**src/rtl/hazard_ctrl_if.sv**
```systemverilog
// hazard_ctrl_if
//   Groups the decode, EX and MEM hazard inputs and the pipeline control
//   outputs of the hazard controller.
//   master : pipeline side, drives the i_* fields and observes the o_* fields
//   slave  : hazard controller, reads the i_* fields and drives the o_* fields
//   i_ID_*            decode-stage instruction info (valid, sources, dest, kind)
//   i_EX_branch_taken redirect from EX
//   i_MEM_busy        data memory wait
//   o_* stall/flush   pipeline control strobes
//   o_fwd_sel_a/b     operand source for the instruction in EX
//   o_state           controller state (00 RUN, 01 FLUSH, 10 FREEZE)
//   o_perf_stalls     saturating count of IF stall cycles
interface hazard_ctrl_if #(
  parameter int REG_FILE_ADDR = 5
);
  logic                     i_ID_valid;
  logic [REG_FILE_ADDR-1:0] i_ID_rs1;
  logic [REG_FILE_ADDR-1:0] i_ID_rs2;
  logic                     i_ID_rs1_used;
  logic                     i_ID_rs2_used;
  logic [REG_FILE_ADDR-1:0] i_ID_rd;
  logic                     i_ID_wb_en;
  logic                     i_ID_is_load;
  logic                     i_EX_branch_taken;
  logic                     i_MEM_busy;
  logic                     o_IF_stall;
  logic                     o_ID_stall;
  logic                     o_ID_flush;
  logic                     o_EX_bubble;
  logic                     o_pipe_freeze;
  logic [1:0]               o_fwd_sel_a;
  logic [1:0]               o_fwd_sel_b;
  logic [1:0]               o_state;
  logic [15:0]              o_perf_stalls;

  modport master (
    output i_ID_valid, i_ID_rs1, i_ID_rs2, i_ID_rs1_used, i_ID_rs2_used,
           i_ID_rd, i_ID_wb_en, i_ID_is_load, i_EX_branch_taken, i_MEM_busy,
    input  o_IF_stall, o_ID_stall, o_ID_flush, o_EX_bubble, o_pipe_freeze,
           o_fwd_sel_a, o_fwd_sel_b, o_state, o_perf_stalls
  );

  modport slave (
    input  i_ID_valid, i_ID_rs1, i_ID_rs2, i_ID_rs1_used, i_ID_rs2_used,
           i_ID_rd, i_ID_wb_en, i_ID_is_load, i_EX_branch_taken, i_MEM_busy,
    output o_IF_stall, o_ID_stall, o_ID_flush, o_EX_bubble, o_pipe_freeze,
           o_fwd_sel_a, o_fwd_sel_b, o_state, o_perf_stalls
  );
endinterface

```
**src/rtl/hazard_ctrl.sv**
```systemverilog
// hazard_ctrl
//   Hazard detection and forwarding control for a 5-stage in-order pipeline.
//   Tracks the destination of the instructions in EX, MEM, WB and the retired
//   slot, detects load-use hazards, squashes the front end after a taken
//   branch, freezes the back end on a data memory wait and registers the
//   forwarding selects for the instruction entering EX.
//   Ports:
//     i_clk      clock
//     i_reset_n  asynchronous active-low reset
//     bus        hazard_ctrl_if.slave (decode info, branch/busy in, controls out)
module hazard_ctrl #(
  parameter int REG_FILE_DEPTH = 32,
  parameter int REG_FILE_ADDR  = $clog2(REG_FILE_DEPTH),
  parameter int FLUSH_CYCLES   = 1
) (
  input  logic         i_clk,
  input  logic         i_reset_n,
  hazard_ctrl_if.slave bus
);

  typedef enum logic [1:0] {
    ST_RUN    = 2'b00,
    ST_FLUSH  = 2'b01,
    ST_FREEZE = 2'b10
  } state_t;

  typedef struct packed {
    logic                     valid;
    logic [REG_FILE_ADDR-1:0] rd;
    logic                     wb_en;
    logic                     is_load;
  } entry_t;

  localparam int EX_I  = 0;
  localparam int MEM_I = 1;
  localparam int WB_I  = 2;
  localparam int RET_I = 3;
  localparam logic [2:0] FLUSH_INIT = 3'(FLUSH_CYCLES);

  state_t      state;
  state_t      saved_state;
  state_t      eff_state;
  logic [2:0]  flush_cnt;
  entry_t      trk [4];
  logic [1:0]  sel_a;
  logic [1:0]  sel_b;
  logic [1:0]  sel_a_next;
  logic [1:0]  sel_b_next;
  logic [15:0] perf_stalls;
  logic        if_stall;
  logic        id_stall;
  logic        id_flush;
  logic        ex_bubble;
  logic        pipe_freeze;
  logic        load_use;
  logic        insert;
  entry_t      ex_next;

  function automatic logic src_match(input entry_t e,
                                     input logic [REG_FILE_ADDR-1:0] rs,
                                     input logic used);
    return e.valid && e.wb_en && (e.rd == rs) && (rs != '0) && used;
  endfunction

  // While frozen, the combinational outputs behave as the state we froze from,
  // so leaving FREEZE takes effect in the same cycle busy drops.
  assign eff_state = (state == ST_FREEZE) ? saved_state : state;

  assign load_use = bus.i_ID_valid && trk[EX_I].is_load &&
                    (src_match(trk[EX_I], bus.i_ID_rs1, bus.i_ID_rs1_used) ||
                     src_match(trk[EX_I], bus.i_ID_rs2, bus.i_ID_rs2_used));

  // Priority: memory freeze, then flush, then load-use stall, then advance.
  always_comb begin
    if_stall    = 1'b0;
    id_stall    = 1'b0;
    id_flush    = 1'b0;
    ex_bubble   = 1'b0;
    pipe_freeze = 1'b0;
    insert      = 1'b0;
    if (i_reset_n) begin
      if (bus.i_MEM_busy) begin
        pipe_freeze = 1'b1;
        if_stall    = 1'b1;
        id_stall    = 1'b1;
      end else if (eff_state == ST_FLUSH || bus.i_EX_branch_taken) begin
        id_flush  = 1'b1;
        ex_bubble = 1'b1;
      end else if (load_use) begin
        if_stall  = 1'b1;
        id_stall  = 1'b1;
        ex_bubble = 1'b1;
      end else begin
        insert = bus.i_ID_valid;
      end
    end
    ex_next = '0;
    if (insert) begin
      ex_next.valid   = 1'b1;
      ex_next.rd      = bus.i_ID_rd;
      ex_next.wb_en   = bus.i_ID_wb_en;
      ex_next.is_load = bus.i_ID_is_load;
    end
  end

  // The current EX occupant will sit in MEM when the decode instruction
  // reaches EX, so it is the youngest producer and is searched first.
  always_comb begin
    sel_a_next = 2'b00;
    sel_b_next = 2'b00;
    if (src_match(trk[EX_I], bus.i_ID_rs1, bus.i_ID_rs1_used))       sel_a_next = 2'b01;
    else if (src_match(trk[MEM_I], bus.i_ID_rs1, bus.i_ID_rs1_used)) sel_a_next = 2'b10;
    else if (src_match(trk[WB_I], bus.i_ID_rs1, bus.i_ID_rs1_used))  sel_a_next = 2'b11;
    if (src_match(trk[EX_I], bus.i_ID_rs2, bus.i_ID_rs2_used))       sel_b_next = 2'b01;
    else if (src_match(trk[MEM_I], bus.i_ID_rs2, bus.i_ID_rs2_used)) sel_b_next = 2'b10;
    else if (src_match(trk[WB_I], bus.i_ID_rs2, bus.i_ID_rs2_used))  sel_b_next = 2'b11;
  end

  always_ff @(posedge i_clk or negedge i_reset_n) begin
    if (!i_reset_n) begin
      state       <= ST_RUN;
      saved_state <= ST_RUN;
      flush_cnt   <= '0;
      for (int i = 0; i < 4; i++) trk[i] <= '0;
      sel_a       <= 2'b00;
      sel_b       <= 2'b00;
      perf_stalls <= '0;
    end else begin
      if (if_stall && perf_stalls != 16'hFFFF) perf_stalls <= perf_stalls + 16'd1;
      if (bus.i_MEM_busy) begin
        // Tracker, selects and flush counter hold; only remember where to resume.
        state <= ST_FREEZE;
        if (state != ST_FREEZE) saved_state <= state;
      end else begin
        trk[RET_I] <= trk[WB_I];
        trk[WB_I]  <= trk[MEM_I];
        trk[MEM_I] <= trk[EX_I];
        trk[EX_I]  <= ex_next;
        sel_a      <= insert ? sel_a_next : 2'b00;
        sel_b      <= insert ? sel_b_next : 2'b00;
        if (eff_state == ST_FLUSH) begin
          flush_cnt <= (flush_cnt <= 3'd1) ? 3'd0 : flush_cnt - 3'd1;
          state     <= (flush_cnt <= 3'd1) ? ST_RUN : ST_FLUSH;
        end else if (bus.i_EX_branch_taken && FLUSH_INIT != 3'd0) begin
          flush_cnt <= FLUSH_INIT;
          state     <= ST_FLUSH;
        end else begin
          state <= ST_RUN;
        end
      end
    end
  end

  assign bus.o_IF_stall    = if_stall;
  assign bus.o_ID_stall    = id_stall;
  assign bus.o_ID_flush    = id_flush;
  assign bus.o_EX_bubble   = ex_bubble;
  assign bus.o_pipe_freeze = pipe_freeze;
  assign bus.o_fwd_sel_a   = sel_a;
  assign bus.o_fwd_sel_b   = sel_b;
  assign bus.o_state       = state;
  assign bus.o_perf_stalls = perf_stalls;

endmodule
```
**src/flat_wrapper.sv**
```systemverilog
// flat-port wrapper written by rule: the top's interface ports become plain ports
module hazard_ctrl_flat 
#(
  parameter int REG_FILE_DEPTH = 32,
  parameter int REG_FILE_ADDR  = $clog2(REG_FILE_DEPTH),
  parameter int FLUSH_CYCLES   = 1
)
  (i_clk, i_reset_n, bus_i_ID_valid, bus_i_ID_rs1, bus_i_ID_rs2, bus_i_ID_rs1_used, bus_i_ID_rs2_used, bus_i_ID_rd, bus_i_ID_wb_en, bus_i_ID_is_load, bus_i_EX_branch_taken, bus_i_MEM_busy, bus_o_IF_stall, bus_o_ID_stall, bus_o_ID_flush, bus_o_EX_bubble, bus_o_pipe_freeze, bus_o_fwd_sel_a, bus_o_fwd_sel_b, bus_o_state, bus_o_perf_stalls);
  hazard_ctrl_if #(.REG_FILE_ADDR(REG_FILE_ADDR)) bus_i ();
  input  logic i_clk;
  input  logic i_reset_n;
  input wire logic [$bits(bus_i.i_ID_valid)-1:0] bus_i_ID_valid;
  input wire logic [$bits(bus_i.i_ID_rs1)-1:0] bus_i_ID_rs1;
  input wire logic [$bits(bus_i.i_ID_rs2)-1:0] bus_i_ID_rs2;
  input wire logic [$bits(bus_i.i_ID_rs1_used)-1:0] bus_i_ID_rs1_used;
  input wire logic [$bits(bus_i.i_ID_rs2_used)-1:0] bus_i_ID_rs2_used;
  input wire logic [$bits(bus_i.i_ID_rd)-1:0] bus_i_ID_rd;
  input wire logic [$bits(bus_i.i_ID_wb_en)-1:0] bus_i_ID_wb_en;
  input wire logic [$bits(bus_i.i_ID_is_load)-1:0] bus_i_ID_is_load;
  input wire logic [$bits(bus_i.i_EX_branch_taken)-1:0] bus_i_EX_branch_taken;
  input wire logic [$bits(bus_i.i_MEM_busy)-1:0] bus_i_MEM_busy;
  output wire logic [$bits(bus_i.o_IF_stall)-1:0] bus_o_IF_stall;
  output wire logic [$bits(bus_i.o_ID_stall)-1:0] bus_o_ID_stall;
  output wire logic [$bits(bus_i.o_ID_flush)-1:0] bus_o_ID_flush;
  output wire logic [$bits(bus_i.o_EX_bubble)-1:0] bus_o_EX_bubble;
  output wire logic [$bits(bus_i.o_pipe_freeze)-1:0] bus_o_pipe_freeze;
  output wire logic [$bits(bus_i.o_fwd_sel_a)-1:0] bus_o_fwd_sel_a;
  output wire logic [$bits(bus_i.o_fwd_sel_b)-1:0] bus_o_fwd_sel_b;
  output wire logic [$bits(bus_i.o_state)-1:0] bus_o_state;
  output wire logic [$bits(bus_i.o_perf_stalls)-1:0] bus_o_perf_stalls;
  assign bus_i.i_ID_valid = bus_i_ID_valid;
  assign bus_i.i_ID_rs1 = bus_i_ID_rs1;
  assign bus_i.i_ID_rs2 = bus_i_ID_rs2;
  assign bus_i.i_ID_rs1_used = bus_i_ID_rs1_used;
  assign bus_i.i_ID_rs2_used = bus_i_ID_rs2_used;
  assign bus_i.i_ID_rd = bus_i_ID_rd;
  assign bus_i.i_ID_wb_en = bus_i_ID_wb_en;
  assign bus_i.i_ID_is_load = bus_i_ID_is_load;
  assign bus_i.i_EX_branch_taken = bus_i_EX_branch_taken;
  assign bus_i.i_MEM_busy = bus_i_MEM_busy;
  assign bus_o_IF_stall = bus_i.o_IF_stall;
  assign bus_o_ID_stall = bus_i.o_ID_stall;
  assign bus_o_ID_flush = bus_i.o_ID_flush;
  assign bus_o_EX_bubble = bus_i.o_EX_bubble;
  assign bus_o_pipe_freeze = bus_i.o_pipe_freeze;
  assign bus_o_fwd_sel_a = bus_i.o_fwd_sel_a;
  assign bus_o_fwd_sel_b = bus_i.o_fwd_sel_b;
  assign bus_o_state = bus_i.o_state;
  assign bus_o_perf_stalls = bus_i.o_perf_stalls;
  hazard_ctrl #(.REG_FILE_DEPTH(REG_FILE_DEPTH), .REG_FILE_ADDR(REG_FILE_ADDR), .FLUSH_CYCLES(FLUSH_CYCLES)) u_core (.i_clk(i_clk), .i_reset_n(i_reset_n), .bus(bus_i));
endmodule
```
**config.mk**
```make
export PLATFORM = sky130hd
export DESIGN_NAME = hazard_ctrl_flat
export DESIGN_NICKNAME = d
export VERILOG_FILES = /design/src/rtl/hazard_ctrl_if.sv /design/src/rtl/hazard_ctrl.sv /design/src/flat_wrapper.sv
export SDC_FILE = /design/constraint.sdc
export NUM_CORES = 1
export LEC_CHECK = 0
export ABC_AREA = 1
export CORE_MARGIN = 5
export CORE_UTILIZATION = 53
export CTS_BUF_LIST = sky130_fd_sc_hd__clkbuf_16
export DETAILED_ROUTE_END_ITERATION = 12
export HOLD_SLACK_MARGIN = 0.05
export PLACE_DENSITY = 0.91
export SLEW_MARGIN = 20
export SYNTH_ARGS = -nofsm -noshare
export SYNTH_HDL_FRONTEND = slang
export SYNTH_SLANG_ARGS = --single-unit
```
**constraint.sdc**
```tcl
create_clock -name i_clk -period 1.84 [get_ports i_clk]
set_input_delay 0.368 -clock i_clk [delete_from_list [all_inputs] [get_ports i_clk]]
set_output_delay 0.368 -clock i_clk [all_outputs]
set_load 0.1 [all_outputs]
```
== After elaboration in Yosys (flattened, before gate mapping) ==
Cells that the tools add are included.

* Add/subtract/negate cells: 2
* Multipliers: 0
* Div/mod/pow operators: 0
* $lt $le $gt $ge: 1
* Equal/unequal tests: 10
* Shift-type cells: 0
* Mux-type cells: 33
* Bitwise logic cells: 1
* Reduce and logical (&&, ||, !) cells: 31

{| class="wikitable"
|+ Operator list
! cell !! count
|-
| equality test 5 bit || 6
|-
| logical AND 1 bit || 24
|-
| two-way mux 2 bit || 11
|-
| two-way mux 1 bit || 18
|-
| adder 16 x 1 -> 16 bit, second input constant || 1
|-
| inequality test 16 bit, second input constant || 1
|-
| nonzero test 5 bit || 2
|-
| two-way mux 3 bit || 3
|-
| two-way mux 8 bit || 1
|-
| AND reduction 2 bit || 2
|-
| <= comparator 3 x 1 -> 1 bit, second input constant || 1
|-
| subtractor 3 x 1 -> 3 bit, second input constant || 1
|-
| equality test 2 x 1 -> 1 bit, second input constant || 1
|-
| equality test 2 bit, second input constant || 1
|-
| logical OR 1 bit || 2
|-
| inequality test 2 bit, second input constant || 1
|-
| nonzero test 2 bit || 1
|-
| inverter 1 bit || 1
|}

* Bits in registers: 49
* Bits in latches: 0
* Memory bits (writable): 0
* Bits in read-only memories: 0
* Bits of input ports: 24
* Output and inout bits: 27
* Word-level logic and storage cells: 94
* Memories kept: 0

== Logic depth before layout (Yosys ltp) ==
* Depth in word-level cells: 11
* Gate-level depth with buffers: 13
* Gate-level depth less buffers: 12

== Worst setup path after synthesis ==
No wires, ideal clock.

* Path kind: register to output
* Start: register u_core.state[0], in the netlist u_core.bus.o_state[0]
* End: output port bus_o_EX_bubble
* Arrival: 3.574 ns
* Data required time: 1.472 ns
* Slack: -2.102 ns
* Cell stages (with the launch flop): 6
* Buffers on the path: 0
* Cells stage by stage: dfrtp_1 inv_1 or2_2 nand3b_1 a21oi_1 nor3_1

* Longest elaborated chain between the ends: 7

{| class="wikitable"
|+ Ends and longest elaborated chain
! what !! line !! text
|-
| start: declaration || hazard_ctrl.sv:40 || <nowiki>state_t state;</nowiki>
|-
| start signal: assignment || hazard_ctrl.sv:143 || <nowiki>state <= (flush_cnt <= 3'd1) ? ST_RUN : ST_FLUSH;</nowiki>
|-
| equality test 2 bit || hazard_ctrl.sv:67 || <nowiki>assign eff_state = (state == ST_FREEZE) ? saved_state : state;</nowiki>
|-
| two-way mux 2 bit * || hazard_ctrl.sv:67 ||
|-
| equality test 2 x 1 -> 1 bit * || hazard_ctrl.sv:86 || <nowiki>end else if (eff_state == ST_FLUSH || bus.i_EX_branch_taken) begin</nowiki>
|-
| logical OR 1 bit * || hazard_ctrl.sv:86 ||
|-
| two-way mux 1 bit * || hazard_ctrl.sv:86 ||
|-
| two-way mux 1 bit * || hazard_ctrl.sv:82 || <nowiki>if (bus.i_MEM_busy) begin</nowiki>
|-
| two-way mux 1 bit * || hazard_ctrl.sv:81 || <nowiki>if (i_reset_n) begin</nowiki>
|-
| end: declaration || flat_wrapper.sv:25 || <nowiki>output wire logic [$bits(bus_i.o_EX_bubble)-1:0] bus_o_EX_bubble;</nowiki>
|}

Every way passes the cells marked *; elsewhere a longest branch is shown, timed or not.

== Worst setup path after layout ==
* Start: register u_core.trk[30] (netlist bit)
* End: output port bus_o_EX_bubble

* Longest elaborated chain between the ends: 10
* Elaborated cells between the ends (all ways): 14
* Those cells by class: eq/ne (2); mux (4); reduce/logical (8)

{| class="wikitable"
|+ Ends and longest elaborated chain
! what !! line !! text
|-
| start: declaration || hazard_ctrl.sv:44 || <nowiki>entry_t trk [4];</nowiki>
|-
| start signal: indexed assignment || hazard_ctrl.sv:135 || <nowiki>trk[RET_I] <= trk[WB_I];</nowiki>
|-
| start signal: indexed assignment || hazard_ctrl.sv:136 || <nowiki>trk[WB_I] <= trk[MEM_I];</nowiki>
|-
| start signal: indexed assignment || hazard_ctrl.sv:137 || <nowiki>trk[MEM_I] <= trk[EX_I];</nowiki>
|-
| equality test 5 bit || hazard_ctrl.sv:62 || <nowiki>return e.valid && e.wb_en && (e.rd == rs) && (rs != '0) && used;</nowiki>
|-
| logical AND 1 bit (3 in series) || hazard_ctrl.sv:62 ||
|-
| logical OR 1 bit * || hazard_ctrl.sv:70 || <nowiki>(src_match(trk[EX_I], bus.i_ID_rs1, bus.i_ID_rs1_used) ||</nowiki>
|-
| logical AND 1 bit * || hazard_ctrl.sv:69 || <nowiki>assign load_use = bus.i_ID_valid && trk[EX_I].is_load &&</nowiki>
|-
| two-way mux 1 bit * || hazard_ctrl.sv:89 || <nowiki>end else if (load_use) begin</nowiki>
|-
| two-way mux 1 bit * || hazard_ctrl.sv:86 ||
|-
| two-way mux 1 bit * || hazard_ctrl.sv:82 ||
|-
| two-way mux 1 bit * || hazard_ctrl.sv:81 ||
|}

Marks and branches as above.

==> key figures <==
STA
  • Final period utilization: 120%
  • Setup slack of the critical path after layout: -0.370 ns
  • Pins over their slew limit: 0
  • Setup-violating endpoint count in the final report: 20
  • Final hold violations: 0
  • Layout Skew: approximately 0.0063 ns
  • Worst Tran Pin Value: ~0.42 ns
  • Summed negative setup slack over all endpoints: -3.92 ns
  • Final worst hold slack: 0.115 ns
  • Max transition margin: approximately 72%
  • Achievable Freq: approximately 450 MHz
  • Setup repair after global routing missed its margin: true
  • Period minus WS final: roughly 2.2 ns

Outcome
  • Failing checks: negative setup slack
  • Run status: complete, but fails checks

GRT
  • Global Route Usage Sum: between 20% and 30%
  • Grt met1 use: roughly 33%
  • Initial antenna violation count: 0
  • Maximum number of pins on one net before global-route repair: 24
  • Number of global-route vias before repair: 3442
  • Congestion Overflow GR: 0
  • Met3 capacity usage during global routing: roughly 6.6%
  • Busiest layer in global routing: met2
  • Met2 track demand over resource: 50.5%
  • Global-route wire length before repair: between 15000 and 20000 um

Clocking
  • TritonCTS clock tree: built
  • Maximum number of buffers from clock root to sink: 2
  • Clock Root Buffer: sky130_fd_sc_hd__clkbuf_16
  • Level count of the clock H-tree: 2
  • Number of sinks driven by the clock tree: 49
  • Clock transition time at the flip-flop clock pins of the worst setup and hold paths: roughly 0.07 ns
  • Insertion delay of the later-clocked pin in the worst-skew pair: a little under 0.3 ns
  • Number of buffers created by CTS: 5
  • CTS Hold Buffers Added: 0

Worst hold path
  • Hold/Removal Path Class: in2async

Floorplan
  • Core area: between 5000 and 6000 um^2
  • X dimension of the die: 84.9 um
  • Num ports: between 50 and 60
  • Chip height: between 80 and 90 um
  • Die area: 7210 um^2
  • Row Count: 27
  • Starting density of the core: between 50% and 60%

Routing
  • Count of nets left with antenna violations after detail routing: 0
  • DRC: 0
  • Routed wire per std cell: ~20 um
  • Vias per cell: about 6.0
  • Total wire length: between 10000 and 15000 um
  • Number of vias after detailed routing: roughly 3400
  • Initial DRT Pass Iterations: 5
  • Iteration-0 DRC Markers: 410

Power
  • Max IR drop VDD: ~1100 uV
  • Total power density per cell area: around 830 nW/um^2
  • Leakage: about 2.2 nW

Worst setup path
  • CP Data Arrival Time: ~1.8 ns
  • Crit Path Category: reg2out
  • Required time reported for the critical path endpoint: approximately 1.5 ns
  • Crit end category: output port
  • Maximum fanout encountered on the critical timing path: 3
  • Kind of start point of the critical path: flop

Run
  • Maxcap violations: 0

Yosys
  • Post-synth design cell area: between 2000 and 3000 um^2
  • Number of flip-flops and latches in the synthesized netlist: slightly below 50
  • Unique cell type count in the Yosys netlist: 32
  • Yosys synthesis warning count: 0
  • Seq/Total Area, Yosys: between 40% and 50%
  • Mean cell area of the mapped netlist: between 7 and 8 um^2
  • Post-Syn Instances: 400
  • Post-Synthesis Net Count: ~430

Placed design
  • Placed inst area: slightly above 4000 um^2
  • Post-DP HPWL: roughly 6400 um
  • Final GP Congestion: 1.01
  • Number of placed instances, taps included: around 550
  • PortBufs: 50

Finish
  • Layout overhead on the synthesized area: 53.7%
  • Final design instance area without fill: 4580 um^2
  • Final net count: between 500 and 600
  • Fraction of layout instances using a drive strength above 1: 31.7%
  • Final standard cell count with taps included and fillers excluded: between 500 and 600
  • Total inserted antenna cells: 0
## layout make-up
class,count,area [um^2]
multi-input combinational,288,1670
timing repair buffer,97,1150
tap,72,90.1
clock buffer,5,125
inverter,53,199
clock inverter,3,65.1
fill,272,897
sequential,49,1270
## registers in the layout, summed over array words and instances (netlist names)
signal	flops
u_core.bus.o_fwd_sel_a	2
u_core.bus.o_fwd_sel_b	2
u_core.bus.o_perf_stalls	16
u_core.bus.o_state	2
u_core.flush_cnt	3
u_core.saved_state	2
u_core.trk	22
## power breakdown
| group | total (mW) | switching [mW] | internal, mW |
|---|---|---|---|
| sequential | 1.34 | 0.151 | 1.19 |
| combinational | 1.27 | 0.795 | 0.471 |
| clock | 1.20 | 0.421 | 0.777 |
## synthesized netlist by cell type
| cell | count | share of area (%) |
|---|---|---|
| sky130_fd_sc_hd__nand2_1 | 119 | 15 |
| sky130_fd_sc_hd__dfrtp_1 | 49 | 41 |
| sky130_fd_sc_hd__inv_1 | 49 | 6.2 |
| sky130_fd_sc_hd__nand3_1 | 29 | 4.9 |
| sky130_fd_sc_hd__nor2_1 | 27 | 3.4 |
| sky130_fd_sc_hd__o21ai_0 | 19 | 3.2 |
| sky130_fd_sc_hd__xor2_1 | 18 | 5.3 |
| sky130_fd_sc_hd__xnor2_1 | 15 | 4.4 |
| sky130_fd_sc_hd__a21oi_1 | 13 | 2.2 |
| sky130_fd_sc_hd__nor3_1 | 7 | 1.2 |
| sky130_fd_sc_hd__nand4_1 | 6 | 1.3 |
| sky130_fd_sc_hd__o22ai_1 | 6 | 1.3 |
| sky130_fd_sc_hd__clkbuf_1 | 5 | 0.63 |
| sky130_fd_sc_hd__inv_2 | 4 | 0.50 |
| sky130_fd_sc_hd__nand2_2 | 4 | 0.84 |
| sky130_fd_sc_hd__buf_2 | 3 | 0.50 |
| sky130_fd_sc_hd__ha_1 | 3 | 1.3 |
| sky130_fd_sc_hd__o211ai_1 | 3 | 0.76 |
| sky130_fd_sc_hd__o21ai_1 | 3 | 0.50 |
| sky130_fd_sc_hd__buf_4 | 2 | 0.50 |
| sky130_fd_sc_hd__nand2_4 | 2 | 0.76 |
| sky130_fd_sc_hd__nand3_2 | 2 | 0.67 |
| sky130_fd_sc_hd__nor2_2 | 2 | 0.42 |
| sky130_fd_sc_hd__or2_2 | 2 | 0.42 |
| sky130_fd_sc_hd__a21boi_0 | 1 | 0.25 |
| sky130_fd_sc_hd__and3_1 | 1 | 0.21 |
| sky130_fd_sc_hd__buf_6 | 1 | 0.38 |
| sky130_fd_sc_hd__nand3b_1 | 1 | 0.25 |
| sky130_fd_sc_hd__nand4_4 | 1 | 0.71 |
| sky130_fd_sc_hd__nor3_4 | 1 | 0.55 |
| sky130_fd_sc_hd__nor4_1 | 1 | 0.21 |
| sky130_fd_sc_hd__or2_1 | 1 | 0.21 |
## worst max-delay path: stages, from the launching register on
cell                      delay [ns]
sky130_fd_sc_hd__dfrtp_1        0.43
sky130_fd_sc_hd__inv_2          0.11
sky130_fd_sc_hd__nand2_1        0.07
sky130_fd_sc_hd__nand2_2        0.07
sky130_fd_sc_hd__nand2_1        0.07
sky130_fd_sc_hd__nor2_2         0.14
sky130_fd_sc_hd__nand2_2        0.08
sky130_fd_sc_hd__nand2_4        0.09
sky130_fd_sc_hd__a21oi_4        0.07
sky130_fd_sc_hd__nor3_4         0.20
sky130_fd_sc_hd__buf_12         0.20
## worst paths after layout
kind / end / cells after the start / slack (ns) / start
setup / recovery: bus_o_EX_bubble / 10 / -0.37 / u_core.trk[30]$_DFFE_PN0N_
hold / removal: u_core.flush_cnt[1]$_DFFE_PN0P_ / 2 / 0.12 / i_reset_n
setup reg to reg: u_core.bus.o_perf_stalls[9]$_DFFE_PN0P_ / 15 / -0.23 / u_core.trk[30]$_DFFE_PN0N_
hold reg to reg: u_core.trk[9]$_DFFE_PN0N_ / 2 / 0.49 / u_core.trk[9]$_DFFE_PN0N_
max in group asynchronous: u_core.bus.o_perf_stalls[9]$_DFFE_PN0P_ / 2 / 1.37 / i_reset_n
min in group i_clk: u_core.trk[9]$_DFFE_PN0N_ / 2 / 0.49 / u_core.trk[9]$_DFFE_PN0N_
## cell usage in the layout (no fill, tap or decap), drive strengths merged
master         instances
nor4                   1
or2                    3
nand4                  7
a21oi                 13
o211ai                 3
bufinv                 2
nor2                  29
inv                   53
nand3                 31
and3                   1
clkbuf                 6
nor3                   8
a21boi                 1
dlygate4sd2           12
nand3b                 1
clkdlybuf4s50         10
ha                     3
clkinv                 1
xnor2                 15
o21ai                 22
nand2                126
dfrtp                 49
o22ai                  6
xor2                  18
buf                   74
## cells by family (layout without fill, tap and decap cells)
| kind of cell | count (synthesis) | after routing | share of synthesized area, % |
|---|---|---|---|
| simple gates | 206 | 207 | 31.0 |
| buf+inv | 64 | 158 | 8.70 |
| flops | 49 | 49 | 41.2 |
| compound gates | 45 | 45 | 8.15 |
| xor+xnor | 33 | 33 | 9.71 |
| fa+ha+maj | 3 | 3 | 1.26 |
## per-stage QoR
stage / total power [mW] / setup slack [ns] / util (%)
floorplan: 2.02 / -0.431 / -
global placement: 2.43 / -0.399 / 75.2
detailed placement: 2.48 / -0.456 / 75.2
CTS: 3.72 / -0.330 / 81.1
global route: 3.93 / -0.447 / 83.6
finish: 3.81 / -0.370 / 83.6
## timing repair
item                                    CTS  global route
resized for setup                        35            22
gates cloned                              1             1
pin swaps                                 9             6
endpoints found under the setup margin   20            25
buffers inserted                          5             6
## layer usage
metal,part of all wire [%],up-vias
li1,-,1448
met1,35,1589
met2,50,279
met3,8.6,95
met4,6.5,0
met5,0,-
No activity file was read; power rests on OpenSTA's default activity.
